[src/rtl/osc_fft_pkg.sv]
// Shared constants, in_data field layout and state encoding for the FFT magnitude buffer.
package osc_fft_pkg;

  localparam int unsigned N_POINTS = 256;
  localparam int unsigned ADDR_W   = 8;
  localparam int unsigned MAG_W    = 16;
  localparam int unsigned RE_LSB   = 0;
  localparam int unsigned IM_LSB   = 16;
  localparam int unsigned COMP_W   = 16;
  localparam int unsigned DATA_W   = 2 * COMP_W;

  typedef enum logic [1:0] {
    StIdle,
    StCapture,
    StDone
  } state_e;

  // Two's complement magnitude; -2^(COMP_W-1) maps to 2^(COMP_W-1) as an unsigned value.
  function automatic logic [COMP_W-1:0] abs_comp(input logic [COMP_W-1:0] x);
    return x[COMP_W-1] ? (~x + COMP_W'(1)) : x;
  endfunction

endpackage

[src/rtl/fft_mag_buffer_if.sv]
// FFT output stream into the magnitude buffer.
interface fft_mag_buffer_if;
  import osc_fft_pkg::*;

  logic              in_valid;
  logic [DATA_W-1:0] in_data;
  logic              in_last;

  modport master (output in_valid, output in_data, output in_last);
  modport slave  (input in_valid, input in_data, input in_last);

endinterface

[src/rtl/fft_mag_approx.sv]
// Two-stage |re|,|im| -> max + min/2 magnitude approximation with valid/last/index sideband.
module fft_mag_approx
  import osc_fft_pkg::*;
(
  input  logic              fft_clk,
  input  logic              rst_n,
  input  logic              flush,
  input  logic              in_valid,
  input  logic [DATA_W-1:0] in_data,
  input  logic              in_last,
  input  logic [ADDR_W-1:0] in_idx,
  output logic              out_valid,
  output logic [MAG_W-1:0]  out_mag,
  output logic              out_last,
  output logic [ADDR_W-1:0] out_idx
);

  localparam int unsigned SUM_W = COMP_W + 1;
  localparam logic [MAG_W-1:0] MagMax = '1;

  logic              s1_valid;
  logic [COMP_W-1:0] s1_a;
  logic [COMP_W-1:0] s1_b;
  logic              s1_last;
  logic [ADDR_W-1:0] s1_idx;

  logic [COMP_W-1:0] mx;
  logic [COMP_W-1:0] mn;
  logic [SUM_W-1:0]  sum;
  logic [MAG_W-1:0]  mag;

  always_comb begin
    mx  = (s1_a >= s1_b) ? s1_a : s1_b;
    mn  = (s1_a >= s1_b) ? s1_b : s1_a;
    sum = {1'b0, mx} + {2'b00, mn[COMP_W-1:1]};
    mag = (sum > SUM_W'(MagMax)) ? MagMax : MAG_W'(sum);
  end

  always_ff @(posedge fft_clk or negedge rst_n) begin
    if (!rst_n) begin
      s1_valid  <= 1'b0;
      s1_a      <= '0;
      s1_b      <= '0;
      s1_last   <= 1'b0;
      s1_idx    <= '0;
      out_valid <= 1'b0;
      out_mag   <= '0;
      out_last  <= 1'b0;
      out_idx   <= '0;
    end else begin
      s1_valid  <= in_valid & ~flush;
      s1_a      <= abs_comp(in_data[RE_LSB +: COMP_W]);
      s1_b      <= abs_comp(in_data[IM_LSB +: COMP_W]);
      s1_last   <= in_last;
      s1_idx    <= in_idx;
      out_valid <= s1_valid & ~flush;
      out_mag   <= mag;
      out_last  <= s1_last;
      out_idx   <= s1_idx;
    end
  end

endmodule

[src/rtl/fft_mag_buffer.sv]
// Captures one FFT frame as approximate magnitudes, tracks the peak bin, serves a registered
// read port to the display path.
module fft_mag_buffer
  import osc_fft_pkg::*;
#(
  parameter bit SKIP_DC = 1'b1
) (
  input  logic                    fft_clk,
  input  logic                    rst_n,
  input  logic                    capture_en,
  input  logic                    rearm,
  fft_mag_buffer_if.slave         in_stream,
  input  logic [ADDR_W-1:0]       rd_addr,
  output logic [MAG_W-1:0]        rd_data,
  output logic                    frame_done,
  output logic                    frame_ready,
  output logic                    busy,
  output logic [ADDR_W-1:0]       peak_bin,
  output logic [MAG_W-1:0]        peak_mag,
  output logic                    short_frame
);

  localparam logic [ADDR_W-1:0] LastBin = ADDR_W'(N_POINTS - 1);

  state_e state_q, state_d;

  logic [ADDR_W-1:0] bin_q;
  logic              in_done_q;
  logic              accept, start_cap, rearm_hit, flush;

  logic              p_valid, p_last;
  logic [MAG_W-1:0]  p_mag;
  logic [ADDR_W-1:0] p_idx;

  logic              wr_valid_q, wr_last_q, wr_en, final_wr;
  logic [MAG_W-1:0]  wr_mag_q;
  logic [ADDR_W-1:0] wr_idx_q;

  logic [MAG_W-1:0]  run_mag_q, cand_mag, peak_mag_q;
  logic [ADDR_W-1:0] run_bin_q, cand_bin, peak_bin_q;
  logic              cand_ok, frame_done_q, short_q;

  logic [MAG_W-1:0]  mem [N_POINTS];

  assign rearm_hit = (state_q == StDone) && rearm && capture_en;
  assign start_cap = ((state_q == StIdle) && capture_en) || rearm_hit;
  assign accept    = (state_q == StCapture) && capture_en && in_stream.in_valid && !in_done_q;
  // Anything still in flight when leaving CAPTURE belongs to a finished or aborted frame.
  assign flush     = (state_q != StCapture);
  assign wr_en     = wr_valid_q && (state_q == StCapture) && capture_en;
  assign final_wr  = wr_en && (wr_last_q || (wr_idx_q == LastBin));

  assign cand_ok  = wr_en && (wr_mag_q > run_mag_q) && !(SKIP_DC && (wr_idx_q == '0));
  assign cand_mag = cand_ok ? wr_mag_q : run_mag_q;
  assign cand_bin = cand_ok ? wr_idx_q : run_bin_q;

  fft_mag_approx u_mag (
    .fft_clk   (fft_clk),
    .rst_n     (rst_n),
    .flush     (flush),
    .in_valid  (accept),
    .in_data   (in_stream.in_data),
    .in_last   (in_stream.in_last),
    .in_idx    (bin_q),
    .out_valid (p_valid),
    .out_mag   (p_mag),
    .out_last  (p_last),
    .out_idx   (p_idx)
  );

  always_comb begin
    state_d = state_q;
    if (!capture_en) begin
      state_d = StIdle;
    end else begin
      unique case (state_q)
        StIdle:    state_d = StCapture;
        StCapture: if (final_wr) state_d = StDone;
        StDone:    if (rearm) state_d = StCapture;
        default:   state_d = StIdle;
      endcase
    end
  end

  always_ff @(posedge fft_clk or negedge rst_n) begin
    if (!rst_n) begin
      state_q      <= StIdle;
      bin_q        <= '0;
      in_done_q    <= 1'b0;
      wr_valid_q   <= 1'b0;
      wr_mag_q     <= '0;
      wr_last_q    <= 1'b0;
      wr_idx_q     <= '0;
      run_mag_q    <= '0;
      run_bin_q    <= '0;
      peak_mag_q   <= '0;
      peak_bin_q   <= '0;
      frame_done_q <= 1'b0;
      short_q      <= 1'b0;
    end else begin
      state_q      <= state_d;
      frame_done_q <= final_wr;
      wr_valid_q   <= p_valid & ~flush;
      wr_mag_q     <= p_mag;
      wr_last_q    <= p_last;
      wr_idx_q     <= p_idx;
      if (start_cap || !capture_en) begin
        bin_q     <= '0;
        in_done_q <= 1'b0;
        run_mag_q <= '0;
        run_bin_q <= '0;
      end else begin
        if (accept) begin
          if (bin_q != LastBin) bin_q <= bin_q + 1'b1;
          if (in_stream.in_last || (bin_q == LastBin)) in_done_q <= 1'b1;
        end
        if (wr_en) begin
          run_mag_q <= cand_mag;
          run_bin_q <= cand_bin;
        end
      end
      if (final_wr) begin
        peak_mag_q <= cand_mag;
        peak_bin_q <= cand_bin;
        if (wr_idx_q != LastBin) short_q <= 1'b1;
      end else if (rearm_hit) begin
        short_q <= 1'b0;
      end
    end
  end

  always_ff @(posedge fft_clk) begin
    if (wr_en) mem[wr_idx_q] <= wr_mag_q;
  end

  // Read-before-write: a same-cycle write to rd_addr is seen on the following read.
  always_ff @(posedge fft_clk or negedge rst_n) begin
    if (!rst_n) rd_data <= '0;
    else        rd_data <= mem[rd_addr];
  end

  assign busy        = (state_q == StCapture);
  assign frame_ready = (state_q == StDone);
  assign frame_done  = frame_done_q;
  assign peak_bin    = peak_bin_q;
  assign peak_mag    = peak_mag_q;
  assign short_frame = short_q;

endmodule
[src/flat_wrapper.sv]
// flat-port wrapper written by rule: the top's interface ports become plain ports
module fft_mag_buffer_flat import osc_fft_pkg::*;
#(
  parameter bit SKIP_DC = 1'b1
)
  (fft_clk, rst_n, capture_en, rearm, rd_addr, rd_data, frame_done, frame_ready, busy, peak_bin, peak_mag, short_frame, in_stream_in_valid, in_stream_in_data, in_stream_in_last);
  fft_mag_buffer_if in_stream_i ();
  input  logic fft_clk;
  input  logic rst_n;
  input  logic capture_en;
  input  logic rearm;
  input  logic [ADDR_W-1:0] rd_addr;
  output logic [MAG_W-1:0] rd_data;
  output logic frame_done;
  output logic frame_ready;
  output logic busy;
  output logic [ADDR_W-1:0] peak_bin;
  output logic [MAG_W-1:0] peak_mag;
  output logic short_frame;
  input wire logic [$bits(in_stream_i.in_valid)-1:0] in_stream_in_valid;
  input wire logic [$bits(in_stream_i.in_data)-1:0] in_stream_in_data;
  input wire logic [$bits(in_stream_i.in_last)-1:0] in_stream_in_last;
  assign in_stream_i.in_valid = in_stream_in_valid;
  assign in_stream_i.in_data = in_stream_in_data;
  assign in_stream_i.in_last = in_stream_in_last;
  fft_mag_buffer #(.SKIP_DC(SKIP_DC)) u_core (.fft_clk(fft_clk), .rst_n(rst_n), .capture_en(capture_en), .rearm(rearm), .in_stream(in_stream_i), .rd_addr(rd_addr), .rd_data(rd_data), .frame_done(frame_done), .frame_ready(frame_ready), .busy(busy), .peak_bin(peak_bin), .peak_mag(peak_mag), .short_frame(short_frame));
endmodule
[config.mk]
export PLATFORM = sky130hd
export DESIGN_NAME = fft_mag_buffer_flat
export DESIGN_NICKNAME = d
export VERILOG_FILES = /design/src/rtl/osc_fft_pkg.sv /design/src/rtl/fft_mag_buffer_if.sv /design/src/rtl/fft_mag_approx.sv /design/src/rtl/fft_mag_buffer.sv /design/src/flat_wrapper.sv
export SDC_FILE = /design/constraint.sdc
export NUM_CORES = 2
export LEC_CHECK = 0
export BUFFER_PORTS_ARGS = -buffer_cell sky130_fd_sc_hd__buf_2
export CORE_UTILIZATION = 25
export DETAILED_ROUTE_END_ITERATION = 10
export GPL_TIMING_DRIVEN = 1
export HOLD_SLACK_MARGIN = 0.15
export PLACE_DENSITY = 0.41
export SLEW_MARGIN = 20
export SYNTH_ARGS = -nofsm -noshare
export SYNTH_HDL_FRONTEND = slang
export SYNTH_SLANG_ARGS = --single-unit
[constraint.sdc]
create_clock -name fft_clk -period 5.1 [get_ports fft_clk]
set_input_delay 0.51 -clock fft_clk [delete_from_list [all_inputs] [get_ports fft_clk]]
set_output_delay 0.51 -clock fft_clk [all_outputs]
set_load 0.02 [all_outputs]
## After elaboration in Yosys (flattened, before gate mapping)

Memory sizes are Yosys's and may differ from the RTL's. A register that Yosys moved wholly into a read port is not among the register bits.
Cells that the tools add are included.

| storage, ports and cells | value |
|---|---|
| input port bits | 46 |
| bits in latches | 0 |
| RAM bits | 4096 |
| output and inout port bits | 44 |
| bits in read-only memories | 0 |
| flip-flop bits (word level) | 155 |
| logic and storage cells | 102 |
| memories | 1 |

Memory list:

| memory | words | bits a word | read ports | clocked after memory_dff | wr ports | RTL line | RTL |
|---|---|---|---|---|---|---|---|
| u_core.mem | 256 | 16 | 1 | 1 | 1 | fft_mag_buffer.sv:43 | `logic [MAG_W-1:0] mem [N_POINTS];` |

| cells by class | value |
|---|---|
| shift operators | 0 |
| div/mod/pow operators | 0 |
| bitwise operators | 6 |
| multipliers | 0 |
| muxes and demuxes | 26 |
| order comparisons | 3 |
| equal/unequal tests | 10 |
| reductions and logical operators | 30 |
| $add $sub $neg | 4 |

Operators by type and width:

| operator | number |
|---|---|
| 16-bit two-way mux | 8 |
| 8-bit two-way mux | 6 |
| 16-bit by 1-bit adder with 16-bit output, second input constant | 2 |
| 16-bit NOT | 2 |
| 16-bit by 15-bit adder with 17-bit output | 1 |
| 17-bit by 16-bit > comparator with 1-bit output, second input constant | 1 |
| 8-bit equality test, second input constant | 2 |
| 16-bit greater-or-equal comparator | 1 |
| 16-bit > comparator | 1 |
| 8-bit != test, second input constant | 2 |
| 1-bit logical AND | 11 |
| 2-bit nonzero test | 5 |
| 8-bit by 1-bit adder with 8-bit output, second input constant | 1 |
| 8-bit logical NOT | 1 |
| 1-bit two-way mux | 8 |
| 2-bit AND reduction | 4 |
| 2-bit two-way mux | 3 |
| 2-bit case mux with 3 select lines | 1 |
| 1-bit logical NOT | 4 |
| 1-bit logical OR | 4 |
| 1-bit bitwise AND | 3 |
| 3-bit by 2-bit != test with 1-bit output, second input constant | 1 |
| 3-bit != test, second input constant | 1 |
| 2-bit by 1-bit equality test with 1-bit output, second input constant | 1 |
| 5 further kinds | 5 |

## Logic depth before layout (Yosys ltp)

| depth | value |
|---|---|
| depth in word-level cells | 8 |
| gate-level depth with buffers | 18 |
| gate-level depth less buffers | 15 |

## Modules after synthesis

Synthesis repeated with hierarchy kept, for this count alone.

| unflattened totals | value |
|---|---|
| cell total of the unflattened synthesis | 7870 |
| area, all modules | 164039.8 um2 |

By module, submodules not included:

| module | area an instance (um2) | sequential area each (um2) | cells each | instances |
|---|---|---|---|---|
| fft_mag_buffer | 160272.5 | 125575.4 | 7501 | 1 |
| fft_mag_approx | 3767.4 | 1701.6 | 369 | 1 |

## Least setup slack after synthesis

No wires, ideal clock.

| path | value |
|---|---|
| path type | register to register |
| from | register u_core.wr_mag_q[5] |
| to | register u_core.run_mag_q[14] |
| period minus slack after synthesis | 5.578 ns |
| path buffers | 1 |
| library setup time | 0.143 ns |
| data required time | 4.957 ns |
| setup slack | -0.478 ns |
| arrival | 5.435 ns |
| stages on the path, launching flop included | 9 |
| cell sequence | dfrtp_1 -> ha_1 -> a21o_1 -> a21o_1 -> a21o_1 -> a221oi_1 -> a21oi_1 -> buf_2 -> mux2_2 |

| between the ends | value |
|---|---|
| longest elaborated chain between the ends | 6 |

Ends and longest elaborated chain:

| element | RTL line | RTL |
|---|---|---|
| start, declared | fft_mag_buffer.sv:36 | `logic [MAG_W-1:0] wr_mag_q;` |
| start signal, assigned | fft_mag_buffer.sv:104 | `wr_mag_q <= p_mag;` |
| 16-bit > comparator | fft_mag_buffer.sv:53 | `assign cand_ok = wr_en && (wr_mag_q > run_mag_q) && !(SKIP_DC && (wr_idx_q == '0));` |
| 1-bit logical AND (2 in series) | fft_mag_buffer.sv:53 |  |
| 16-bit two-way mux | fft_mag_buffer.sv:54 | `assign cand_mag = cand_ok ? wr_mag_q : run_mag_q;` |
| 16-bit two-way mux | fft_mag_buffer.sv:117 | `if (wr_en) begin` |
| 16-bit two-way mux | fft_mag_buffer.sv:107 | `if (start_cap \|\| !capture_en) begin` |
| end signal, assigned | fft_mag_buffer.sv:118 | `run_mag_q <= cand_mag;` |
| end, declared | fft_mag_buffer.sv:39 | `logic [MAG_W-1:0] run_mag_q, cand_mag, peak_mag_q;` |

No other way between the ends. The select of a mux whose other input is x is not followed.
A chain may end at the register's enable or synchronous reset.

## Final worst setup path

| path | value |
|---|---|
| from | register u_core.u_mag.s1_a[9] |
| to | register u_core.u_mag.out_mag[12] |

| between the ends | value |
|---|---|
| longest elaborated chain between the ends | 5 |
| elaborated cells on any way between the ends | 6 |
| those cells by class | 1 x add/sub; 2 x order compare; 3 x mux |

Ends and longest elaborated chain:

| element | RTL line | RTL |
|---|---|---|
| start, declared | fft_mag_approx.sv:22 | `logic [COMP_W-1:0] s1_a;` |
| start signal, assigned | fft_mag_approx.sv:52 | `s1_a <= abs_comp(in_data[RE_LSB +: COMP_W]);` |
| 16-bit greater-or-equal comparator | fft_mag_approx.sv:33, fft_mag_approx.sv:34 |  |
| 16-bit two-way mux, on equally long branches | fft_mag_approx.sv:33, fft_mag_approx.sv:34 |  |
| 16-bit by 15-bit adder with 17-bit output * | fft_mag_approx.sv:35 | `sum = {1'b0, mx} + {2'b00, mn[COMP_W-1:1]};` |
| 17-bit by 16-bit > comparator with 1-bit output | fft_mag_approx.sv:36 | `mag = (sum > SUM_W'(MagMax)) ? MagMax : MAG_W'(sum);` |
| 16-bit two-way mux * | fft_mag_approx.sv:36 |  |
| via u_core.u_mag.mag[12] | fft_mag_approx.sv:30 | `logic [MAG_W-1:0] mag;` |
| end signal, assigned | fft_mag_approx.sv:57 | `out_mag <= mag;` |
| end, declared | fft_mag_approx.sv:13 | `output logic [MAG_W-1:0] out_mag,` |

The timed path passes the listed nets; every way through them passes the cells marked *.

==> flow_summary.json <==
{
  "p_int_mw": 63.5,
  "p_sw_mw": 22.7,
  "timing.setup.tns_ns": 0,
  "synth.largest_area_cell": "edfxtp_1",
  "io_buffers": 89,
  "synth_seq_area_share_pct": 77.4,
  "cts_resized": 0,
  "synthTopCellsByCount": "edfxtp_1, mux4_2, mux2i_1",
  "final-max-slew-violation-count": 0,
  "max_slew_margin_pct": 4.25,
  "holdPathStages": 3,
  "peakVddDrop_uv": 478,
  "core_um2": 655000,
  "die_area_um2": 661000,
  "critPathMaxStageDelay_ns": 0.46,
  "clock_latency_ns": 1.05,
  "grt_max_degree": 185,
  "crit_chain": "ha_1, a21oi_1, o21ai_0, a311oi_1, and3_1, mux2_2, ha_1, fa_1, a211oi_1, o21ai_0, a211oi_1, buf_4, o21ai_0, a21oi_1, buf_4, o21ai_0",
  "io_pins": 90,
  "die_h_um": 813,
  "wl_per_cell_um": 30.6,
  "timing.fmax_ghz": 0.212,
  "avgSynthCellArea_um2": 21.3,
  "async_flop_share_pct": 4.01,
  "hpwl_um": 338000,
  "synthDistinctLibCells": 75,
  "synth_edf_count": 4096,
  "numCtsBuffers": 448,
  "worst_path_max_delay_cell": "fa_1",
  "nets": 8644,
  "outcome": "complete, no violations",
  "crit_fanout": 15,
  "track_usage_pct": 15.8,
  "placed_cells": 16700,
  "via_per_inst": 4.75,
  "place_congestion": 0.812,
  "antenna_found_initial": 38,
  "p_per_area_nw_per_um2": 443,
  "first_iter_violations": 8788,
  "ys.flop_type": "edfxtp_1",
  "synth_top_area_share_pct": 74.8,
  "fin_ws_ns": 0.386,
  "netlist_area_um2": 164000,
  "synth.most_common_cell": "edfxtp_1",
  "die_w_um": 813,
  "power_frac_seq_pct": 51.6,
  "synthTopCellsByArea": "edfxtp_1, mux4_2, dfrtp_1",
  "hold_viol_final": 0,
  "initial_core_util_pct": 25.1,
  "critical_path_required_ns": 5.95,
  "synth_warnings": 0,
  "start_kind": "flip-flop",
  "swShare_pct": 26.4,
  "max-cap-violations": 0,
  "cts_tree": "yes",
  "cts-root-buf": "clkbuf_16",
  "crit_path_frequent_cell": "o21ai_0",
  "pwr-share-clk_pct": 37.1,
  "criticalPathCategory": "flip-flop to flip-flop",
  "cts_sinks": 4267,
  "timing.final.crit_share_pct": 92.4,
  "power_mw": 86.2,
  "final_cell_area_um2": 195000,
  "hp-class": "input pin to flip-flop",
  "worstMarginPinSlew_ns": 1.44,
  "grt_pass1_wl_um": 735000,
  "ys_ff_latch": 4267,
  "vias": 83600,
  "comb_power_share_pct": 11.3,
  "routed_wl_um": 538000,
  "syn_inst": 7709,
  "holdWs_ns": 0.265,
  "clockBufferDepth": 4,
  "grt_pass1_vias": 85600,
  "fp-row-count": 297,
  "synth.net_count": 7806,
  "cp.arrival_ns": 5.56,
  "drc": 0,
  "antenna_left": 0,
  "finalNonFillerCells": 17600,
  "rsz0062_at_grt": "false",
  "p_leak_nw": 61.0,
  "syn_to_final_growth_pct": 18.4,
  "first_pass_iters": 5,
  "setup_viol": 0,
  "fin_util_pct": 29.7,
  "rr_worst_depth": 16,
  "place_ws_ns": 0.340,
  "dpl-instance-area_um2": 180000,
  "htreeDepth": 5,
  "drive_gt1_share_pct": 28.8,
  "fin_skew_ns": 0.0986,
  "cp-end-kind": "flip-flop",
  "path_clk_slew_ns": 0.06,
  "post-route-min-period_ns": 4.71,
  "grt_overflow": 0
}
[final timing paths]
kind	from	end	slack [ns]
setup reg to reg	u_core.u_mag.s1_a[9]	u_core.u_mag.out_mag[12]	0.39
setup / recovery	u_core.u_mag.s1_a[9]	u_core.u_mag.out_mag[12]	0.39
hold reg to reg	u_core.u_mag.out_mag[9]	u_core.wr_mag_q[9]	0.32
hold / removal	in_stream_in_data[14]	u_core.u_mag.s1_a[14]	0.26
max in group asynchronous	rst_n	u_core.rd_data[0]	3.84
min in group asynchronous	rst_n	u_core.u_mag.s1_a[10]	0.65
[routing by layer]
metal | GRT usage [%] | wire (um) | part of all wire [%]
met3 | 2.36 | 28700 | 5.3
met5 | 0 | 53 | 0.0098
met4 | 3.46 | 12500 | 2.3
met2 | 26.0 | 256000 | 48
met1 | 22.2 | 241000 | 45
[cell families after synthesis]
logic type | synth area share, %
mux | 14.4
flops | 77.4
buf+inv | 1.66
xor+xnor | 0.218
compound gates | 3.88
fa+ha+maj | 0.393
simple gates | 2.09
[critical path: cells and delay by family, from the launching register on]
family,cells,cell delay (ns)
buf+inv,2,0.37
compound gates,9,2.06
simple gates,1,0.30
flops,1,0.39
fa+ha+maj,3,1.02
mux,1,0.36
[power by group through the flow]
stage / Sequential (mW) / Clock (mW) / Combinational, mW
final: 44.5 / 32.0 / 9.76
after CTS: 44.5 / 32.8 / 9.99
after floorplan: 47.3 / 0 / 2.30
after detailed placement: 45.3 / 0 / 9.92
after global placement: 45.2 / 0 / 9.52
after global routing: 44.6 / 33.9 / 10.4
[timing repair]
| item | 4_1_cts | 5_1_grt |
|---|---|---|
| endpoints found under the hold margin | 165 | 0 |
| setup buffers | 0 | 0 |
| hold buffers | 76 | 0 |
[area by class of cell]
| type | instances | area, um2 |
|---|---|---|
| Tap cell | 8671 | 10800 |
| Inverter | 55 | 208 |
| Fill cell | 63600 | 460000 |
| Antenna cell | 10 | 25.0 |
| Multi-Input combinational cell | 2954 | 35200 |
| Sequential cell | 4267 | 127000 |
| Timing Repair Buffer | 821 | 6910 |
| Clock buffer | 556 | 11800 |
| Clock inverter | 262 | 2440 |
[cell usage in the layout (no fill, tap or decap), types with 83 or more instances in the layout]
master,n
dfrtp_1,155
buf_4,600
clkinv_1,107
mux2i_1,329
clkbuf_16,450
edfxtp_1,4096
clkinv_2,85
buf_2,83
nor2_2,187
o22ai_1,135
a22o_1,107
nand2_1,111
mux4_2,884
a22oi_1,156
nor2_1,135
a21oi_1,105
clkbuf_1,95
[flip-flops by register name (all words and copies together), names as in the netlist, 2 cells and up]
register / count
u_core.bin_q: 8
u_core.mem: 4096
u_core.peak_bin: 8
u_core.peak_mag: 16
u_core.rd_data: 16
u_core.run_bin_q: 8
u_core.run_mag_q: 16
u_core.state_q: 2
u_core.u_mag.out_idx: 8
u_core.u_mag.out_mag: 16
u_core.u_mag.s1_a: 16
u_core.u_mag.s1_b: 16
u_core.u_mag.s1_idx: 8
u_core.wr_idx_q: 8
u_core.wr_mag_q: 16
(Power assumes the default switching activity.)
